File: config.mk
export PLATFORM = sky130hd
export DESIGN_NAME = fetch_stage
export DESIGN_NICKNAME = d
export VERILOG_FILES = /design/src/rtl/fetch_pkg.sv /design/src/rtl/fetch_stats.sv /design/src/rtl/fetch_stage.sv
export SDC_FILE = /design/constraint.sdc
export NUM_CORES = 1
export LEC_CHECK = 0
export CAP_MARGIN = 20
export CORE_MARGIN = 3
export CORE_UTILIZATION = 41
export DETAILED_ROUTE_END_ITERATION = 10
export DONT_BUFFER_PORTS = 1
export MAX_ROUTING_LAYER = met4
export SLEW_MARGIN = 20
export SYNTH_ARGS = -nofsm -noshare
export SYNTH_HDL_FRONTEND = slang
export SYNTH_SLANG_ARGS = --single-unit
File: constraint.sdc
create_clock -name clk -period 2.3 [get_ports clk]
set_input_delay 0.345 -clock clk [delete_from_list [all_inputs] [get_ports clk]]
set_output_delay 0.345 -clock clk [all_outputs]
set_load 0.05 [all_outputs]
File: src/rtl/fetch_pkg.sv
// Shared types and constants for the instruction fetch stage and its statistics counters.
package fetch_pkg;

    localparam int WORD_LEN = 32;
    localparam int STALL_W  = WORD_LEN;
    localparam int FLUSH_W  = 16;

    typedef logic [WORD_LEN-1:0] word_t;

    typedef enum logic {
        FETCH = 1'b0,
        BUF   = 1'b1
    } fetch_state_t;

    localparam word_t NOP_INSTR = '0;
    localparam word_t PC_STEP   = 32'd4;

    // Branch offsets are in words; the shift turns them into a byte displacement.
    function automatic word_t branch_target(input word_t base, input word_t word_offset);
        return base + (word_offset << 2);
    endfunction

endpackage

File: src/rtl/fetch_stats.sv
// Saturating stall-cycle and flush counters for the fetch stage (built only with FETCH_STATS_EN).
module fetch_stats
    import fetch_pkg::*;
(
    input  logic               clk,
    input  logic               rst,
    input  logic               stall,
    input  logic               flush,
    output logic [STALL_W-1:0] stall_cycles,
    output logic [FLUSH_W-1:0] flush_count
);

    always_ff @(posedge clk) begin
        if (rst) begin
            stall_cycles <= '0;
            flush_count  <= '0;
        end else begin
            if (stall && (stall_cycles != '1))
                stall_cycles <= stall_cycles + 1'b1;
            if (flush && (flush_count != '1))
                flush_count <= flush_count + 1'b1;
        end
    end

endmodule

File: src/rtl/fetch_stage.sv
// Instruction fetch stage with a one-entry skid buffer, branch redirect and IF/ID register.
// Optional statistics counters are compiled in with the FETCH_STATS_EN macro.
module fetch_stage
    import fetch_pkg::*;
#(
    parameter logic [31:0] RESET_PC = 32'h0000_0000
)(
    input  logic        clk,
    input  logic        rst,
    input  logic        freeze,
    input  logic        br_taken,
    input  logic [31:0] br_offset,
    output logic        imem_req,
    output logic [31:0] imem_addr,
    input  logic        imem_ack,
    input  logic [31:0] imem_rdata,
    output logic [31:0] if_instr,
    output logic [31:0] if_pc,
`ifdef FETCH_STATS_EN
    output logic [31:0] stall_cycles,
    output logic [15:0] flush_count,
`endif
    output logic        if_valid
);

    fetch_state_t state;
    word_t        pc;
    word_t        pc_seq;
    word_t        skid;
    word_t        skid_pc;
    logic         branch;

    assign pc_seq    = pc + PC_STEP;
    assign branch    = br_taken && !freeze && if_valid;
    assign imem_addr = pc;
    // Gated by rst directly so the request drops in the very cycle reset is asserted.
    assign imem_req  = !rst && (state == FETCH);

    // NOTE: every register here uses <= so all updates see pre-edge values;
    // blocking assignments would let later statements observe half-updated state.
    always_ff @(posedge clk) begin
        if (rst) begin
            state    <= FETCH;
            pc       <= RESET_PC;
            skid     <= '0;
            skid_pc  <= '0;
            if_instr <= NOP_INSTR;
            if_pc    <= '0;
            if_valid <= 1'b0;
        end else if (branch) begin
            // Any ack this cycle and any parked word belong to the wrong path.
            state    <= FETCH;
            pc       <= branch_target(if_pc, br_offset);
            if_instr <= NOP_INSTR;
            if_valid <= 1'b0;
        end else begin
            case (state)
                FETCH: begin
                    if (imem_ack) begin
                        pc <= pc_seq;
                        if (freeze) begin
                            skid    <= imem_rdata;
                            skid_pc <= pc_seq;
                            state   <= BUF;
                        end else begin
                            if_instr <= imem_rdata;
                            if_pc    <= pc_seq;
                            if_valid <= 1'b1;
                        end
                    end
                end
                BUF: begin
                    if (!freeze) begin
                        if_instr <= skid;
                        if_pc    <= skid_pc;
                        if_valid <= 1'b1;
                        state    <= FETCH;
                    end
                end
                default: state <= FETCH;
            endcase
        end
    end

`ifdef FETCH_STATS_EN
    fetch_stats u_stats (
        .clk          (clk),
        .rst          (rst),
        .stall        (imem_req && !imem_ack),
        .flush        (branch && !rst),
        .stall_cycles (stall_cycles),
        .flush_count  (flush_count)
    );
`endif

endmodule

==> results.md, run 1 <==
- Placed Cells: 1459
- CTS tree: done
- Sink Count: 162
- Worst path required time: 2.62 ns
- Routed via count: 8329
- Final Skew: 0.0117 ns
- RSZ-0062 raised after global routing: yes
- Crit Path Max Fanout: 3
- Die Width: 153 µm
- Failing checks: negative setup slack
- First-pass GRT wire length: 42.9 mm
- Post-DP HPWL: 18.7 mm
- RR Startpoint: if_pc[2]
- Critical-path top delay cell: fa_2
- DRC viols: 0
- Initial Utilization: 41.9%
- Synth-to-Final Area Change: 26.3%
- Worst path max stage delay: 0.37 ns
- Post-synth EDFFs: 0
- Clk Latency, worst-skew pair: 0.44 ns
- Final nets: 1332
- CP Depth: 9
- Row cnt: 53
- FF-to-FF setup slack: -0.13 ns
- Grt ovf: 0
- GRT Overall Usage: 23.3%
- Dominant synthesized flop cell: dfxtp_1
- Fin cells: 1520
- Pwr dens: 659 nW/µm²
- CP arrival: 2.76 ns
- Final setup violation count: 4
- Die height: 153 µm
- Sequential share of the synthesized area: 36.7%
- Hold Violations, Final: 0
- R2R depth: 9
- Post-synthesis average cell area: 7.80 µm²
- Worst VDD drop: 0.455 mV
- Htree depth: 4
- Hold Slack: 0.0444 ns
- DR iter-0 viols: 453
- Post-DR vias/cell: 5.48
- Outcome: finished, violations left
- Port bufs: 0
- Slew at the pin closest to its max-slew limit: 0.642 ns
- CP Class: flip-flop to flip-flop
- HP Class: input pin to flip-flop
- Vias in the first global route: 8183
- Post-DP Area: 9920 µm²
- CP Buf/Inv Count: 0
- Area of the core: 21100 µm²
- Synthesized Nets: 1232
- Die ar.: 23300 µm²
- Max-capacitance violation count: 0
- Worst setup EP type: flip-flop
- P_leak: 0.00429 µW
- Routed WL per cell: 17.7 µm
- Max-slew violation count: 0
- Family with the most delay on the worst path: simple AND/OR/NAND/NOR gates
- Fin crit share: 106%
- Final GP Congestion: 0.944
- Synthesis Warnings: 0
- Largest net degree at the start of global routing: 74
- Layout cells sized above 1: 19.2%
- IO Pins: 167
- Clk buf depth: 2
- WHS Endpoint: skid[11]
- Total Routed Length: 26.9 mm
- Hold path depth: 2
- TritonCTS buffer count: 17
- Final Core Density: 52.9%
- Design Area, Final: 11100 µm²
- Final setup margin: -0.133 ns
- Cell Chain, Critical Path: ha_4 -> fa_2 -> a21oi_4 -> nand4b_1 -> and4bb_1 -> or3_4 -> a21boi_1 -> or3_1 -> a31o_2
- Number of synthesized register bits: 162
- Beginning of the worst hold path: imem_rdata[11]
- Gate Count Post-Synth: 1132
- Mapped Area: 8830 µm²
- Clock-pin slew on the worst setup and hold paths: 0.07 ns
- 1st-pass router iterations: 5
- Peak Freq: 0.411 GHz
- Clock period minus final worst setup slack: 2.43 ns
- Netlist cell types: 63
- Critical R2R Capture: imem_addr[26]
- Post-route ant nets: 0
- Share of flip-flops with an asynchronous set or reset: 0%
- Number of diodes: 0
- Slew headroom: 57.2%
- CTS Root Cell: clkbuf_16
- Crit start category: flip-flop
- Antenna violations before repair: 0
kinds of logic after synthesis:
kind of cell,after synthesis,synth area share [%]
xor+xnor,74,7.34
fa+ha+maj,31,4.48
buf+inv,91,4.11
flops,162,36.7
mux,39,4.44
compound gates,280,19.6
simple gates,455,23.2
cells in the final DEF (no fill, tap or decap), drive strengths merged, types with 20 or more instances in the layout:
cell type / n
nand2: 199
inv: 20
nor3: 23
dfxtp: 162
xnor2: 43
nand3: 30
a21oi: 101
o21ai: 53
dlygate4sd3: 27
xor2: 31
mux2i: 38
ha: 30
nor2: 130
a211oi: 74
buf: 132
metrics by stage:
step	setup slack, ns	TNS, ns	total power (µW)
after floorplan	-0.0707	-0.0968	3920
after global placement	-0.294	-0.917	4170
after detailed placement	-0.324	-1.29	4180
after CTS	-0.128	-0.777	7390
after global routing	-0.223	-1.10	7670
final	-0.133	-0.421	7350
cell type report:
type / instances / area [µm²]
fillers: 2010 / 9940
multi-input cells: 879 / 5510
flip-flops and latches: 162 / 3280
repair buffers: 159 / 1320
clock buffers: 17 / 425
well taps: 275 / 344
clock inverters: 15 / 219
inverters: 13 / 48.8
report_power, final:
part           leakage [µW]  internal, µW  switching, µW
Combinational       0.00265           402            629
Sequential          0.00133          2940            255
Clock              0.000305          1770           1350
metal layers:
| layer | track usage, % | up-vias | wire, µm |
|---|---|---|---|
| met5 | - | - | 0 |
| met4 | 9.08 | 0 | 899 |
| met3 | 4.63 | 57 | 1560 |
| met2 | 38.5 | 244 | 13000 |
| met1 | 28.0 | 3854 | 11400 |
| li1 | - | 4174 | - |
synth_stat cells, drive strengths merged (3+ instances only):
cell / n / area, µm²
o22ai: 4 / 25.0
or4: 3 / 22.5
a21oi: 101 / 505
ha: 30 / 375
and2: 4 / 25.0
and3: 9 / 56.3
xnor2: 43 / 377
or2: 3 / 18.8
nand2b: 6 / 37.5
a21o: 13 / 97.6
clkbuf: 64 / 240
o21ai: 53 / 265
a31oi: 5 / 31.3
dfxtp: 162 / 3240
nor4: 13 / 87.6
nor2b: 4 / 25.0
nand2: 199 / 747
inv: 13 / 48.8
nand4: 11 / 75.1
nor3: 23 / 126
buf: 14 / 73.8
nor2: 130 / 498
or3: 8 / 55.1
a211oi: 74 / 561
nand3: 30 / 168
o211ai: 10 / 80.1
and4: 7 / 63.8
mux2i: 38 / 380
xor2: 31 / 272
sequential cells by signal, indices dropped and copies added (netlist names):
name and flops:
if_pc 32, if_instr 32, state 1, skid 32
if_valid 1, imem_addr 32, skid_pc 32
repair_timing:
| action | in CTS | in global routing |
|---|---|---|
| endpoints found under the hold margin | 96 | 0 |
| setup endpoints to repair | 17 | 43 |
| hold buffers | 28 | 0 |
| resized for setup | 15 | 36 |
| pin swaps | 6 | 15 |
| setup buffers | 1 | 2 |
how the worst max path moves through the flow:
stage,slack [ns],from,endpoint
final,-0.13,if_pc[2],imem_addr[26]
after global routing,-0.22,if_pc[2],imem_addr[30]
after CTS,-0.13,if_pc[3],imem_addr[27]
after detailed placement,-0.32,br_offset[0],imem_addr[30]
after global placement,-0.29,br_offset[0],imem_addr[30]
after floorplan,-0.07,if_pc[2],imem_addr[30]
Note: power is estimated with default switching activity, not from simulation.
==> inputs of run 2 (changes only) <==
--- a/config.mk
+++ b/config.mk
@@ -10,8 +10,10 @@
 export CORE_UTILIZATION = 41
 export DETAILED_ROUTE_END_ITERATION = 10
 export DONT_BUFFER_PORTS = 1
+export GPL_TIMING_DRIVEN = 0
 export MAX_ROUTING_LAYER = met4
 export SLEW_MARGIN = 20
 export SYNTH_ARGS = -nofsm -noshare
 export SYNTH_HDL_FRONTEND = slang
 export SYNTH_SLANG_ARGS = --single-unit
+export TNS_END_PERCENT = 5
==> results.md, run 2 (same netlist as run 1, synthesis figures left out) <==
- Critical-path top delay cell: dfxtp_4
- Clk Latency, worst-skew pair: 0.43 ns (about the same)
- Clock-pin slew on the worst setup and hold paths: 0.06 ns (about the same)
- Slew headroom: 42.4% (-15 points)
- Fin cells: 1440 (-5.3%)
- Die Width: 153 µm (unchanged)
- Antenna violations before repair: 0 (unchanged)
- Pwr dens: 718 nW/µm² (+9.0%)
- Placed Cells: 1407 (-3.6%)
- RSZ-0062 raised after global routing: yes
- Crit Path Max Fanout: 3 (unchanged)
- Final nets: 1253 (-5.9%)
- Beginning of the worst hold path: imem_rdata[26]
- Routed WL per cell: 19.4 µm (+9.8%)
- CP Class: flip-flop to flip-flop
- HP Class: input pin to flip-flop
- Total Routed Length: 28.0 mm (+4.0%)
- Worst VDD drop: 0.525 mV (+16%)
- Area of the core: 21100 µm² (unchanged)
- Most frequent cells in the layout: 199 x nand2_1, 125 x nor2_1, 112 x dfxtp_1
- RR Startpoint: if_pc[2]
- Hold Violations, Final: 0 (unchanged)
- Max-slew violation count: 0 (unchanged)
- Final Skew: 0.0116 ns (-0.000138 ns)
- Peak Freq: 0.374 GHz (-8.9%)
- Psw: 2040 µW (-8.9%)
- TritonCTS buffer count: 17 (unchanged)
- DRC viols: 0 (unchanged)
- Flop pwr share: 45.2% (+1.7 points)
- Grt ovf: 0 (unchanged)
- Clock power share: 44.2% (+1.7 points)
- CTS hold repair buffers: 0 (-100%)
- CTS tree: done
- Worst path required time: 2.62 ns (about the same)
- Clock period minus final worst setup slack: 2.67 ns (+0.238 ns)
- First-pass GRT wire length: 43.6 mm (+1.7%)
- Routed via count: 8126 (-2.4%)
- Die ar.: 23300 µm² (unchanged)
- Fin crit share: 116% (+10 points)
- Slew at the pin closest to its max-slew limit: 0.863 ns (+0.221 ns)
- Max-capacitance violation count: 0 (unchanged)
- Outcome: finished, violations left
- Post-DP HPWL: 21.0 mm (+12%)
- CTS Root Cell: clkbuf_16
- IO Pins: 167 (unchanged)
- Largest net degree at the start of global routing: 17 (-77%)
- Setup TNS: -2.58 ns (-2.16 ns)
- DR iter-0 viols: 534 (+18%)
- Post-route ant nets: 0 (unchanged)
- GRT Overall Usage: 24.1% (+0.83 points)
- Internal power component: 5330 µW (+4.3%)
- 1st-pass router iterations: 5 (unchanged)
- Clk buf depth: 2 (unchanged)
- Die height: 153 µm (unchanged)
- Cell Chain, Critical Path: ha_4 -> fa_2 -> a21oi_2 -> nand4b_1 -> and4bb_1 -> or3_4 -> a211oi_4 -> o21ai_1 -> a32o_1
- Switch share: 27.6% (-2.8 points)
- Failing checks: negative setup slack
- Logic pwr share: 10.6% (-3.4 points)
- Final setup margin: -0.371 ns (-0.238 ns)
- Commonest non-fill, non-tap cell in the layout: nand2_1
- Final setup violation count: 16 (+12)
- Vias in the first global route: 7817 (-4.5%)
- CP arrival: 2.99 ns (+0.23 ns)
- Critical path startpoint: if_pc[2]
- Sink Count: 162 (unchanged)
- P_leak: 0.00365 µW (-15%)
- Final GP Congestion: 0.900 (-4.6%)
- Port bufs: 0 (unchanged)
- DP Worst Slack: -0.841 ns (-0.517 ns)
- Initial Utilization: 41.9% (unchanged)
- Layout cells sized above 1: 13.6% (-5.6 points)
- Worst path max stage delay: 0.47 ns (+0.10 ns)
- Synth-to-Final Area Change: 16.2%
- Worst setup EP type: flip-flop
- Crit start category: flip-flop
- Post-DR vias/cell: 5.64 (+3.0%)
- Htree depth: 4 (unchanged)
- Row cnt: 53 (unchanged)
- Number of diodes: 0 (unchanged)
[run 2: routing by layer]
metal | GRT usage (%) | wire, µm | vias up | share of wire [%]
met1 | 30.5 | 12300 | 3843 | 44
met4 | 6.58 | 689 | 0 | 2.5
met5 | - | 0 | - | 0
met2 | 38.5 | 13200 | 218 | 47
li1 | - | - | 4022 | -
met3 | 6.08 | 1790 | 43 | 6.4
[run 2: worst max-delay path: cells and delay by family, from the launching register on]
kind | cells | cell delay (ns)
AND/OR/NAND/NOR | 3 | 1.04
flip-flops | 1 | 0.47
AO/OA/AOI/OAI | 4 | 0.64
adder cells (fa/ha/maj) | 2 | 0.42
[run 2: power groups by stage]
stage	Clock, µW	Combinational [µW]	Sequential [µW]
3_5_place_dp	0	746	3400
3_3_place_gp	0	738	3400
6_report	3260	784	3330
4_1_cts	3290	769	3330
2_1_floorplan	0	559	3360
5_1_grt	3420	883	3350
[run 2: timing repair]
action,CTS,global route
pin swaps,9,7
setup buffers,2,3
endpoints found under the setup margin,121,73
resized for setup,85,44
[run 2: worst paths after layout]
check | endpoint | slack [ns] | cells after the start
max | imem_addr[30] | -0.37 | 9
min | skid[26] | 0.05 | 2
max reg2reg | imem_addr[30] | -0.37 | 9
min reg2reg | skid[21] | 0.45 | 2
[run 2: final cells by class]
| class | instances | area [µm²] |
|---|---|---|
| fillers | 2153 | 10800 |
| multi-input cells | 879 | 5470 |
| flip-flops and latches | 162 | 3360 |
| clock buffers | 21 | 472 |
| well taps | 275 | 344 |
| plain buffers | 75 | 327 |
| clock inverters | 10 | 203 |
| inverters | 13 | 48.8 |
| repair buffers | 5 | 37.5 |
[run 2: stage by stage]
| step | util, % | total power [µW] | area, µm² | hold WS [ns] |
|---|---|---|---|---|
| final | 48.6 | 7370 | 10300 | 0.0473 |
| after global routing | 48.6 | 7650 | 10300 | 0.0418 |
| after CTS | 48.0 | 7400 | 10100 | 0.0383 |
| after detailed placement | 43.6 | 4150 | 9190 | 0.446 |
| after global placement | 43.6 | 4140 | 9190 | 0.441 |
| after floorplan | - | 3920 | 8840 | 0.436 |
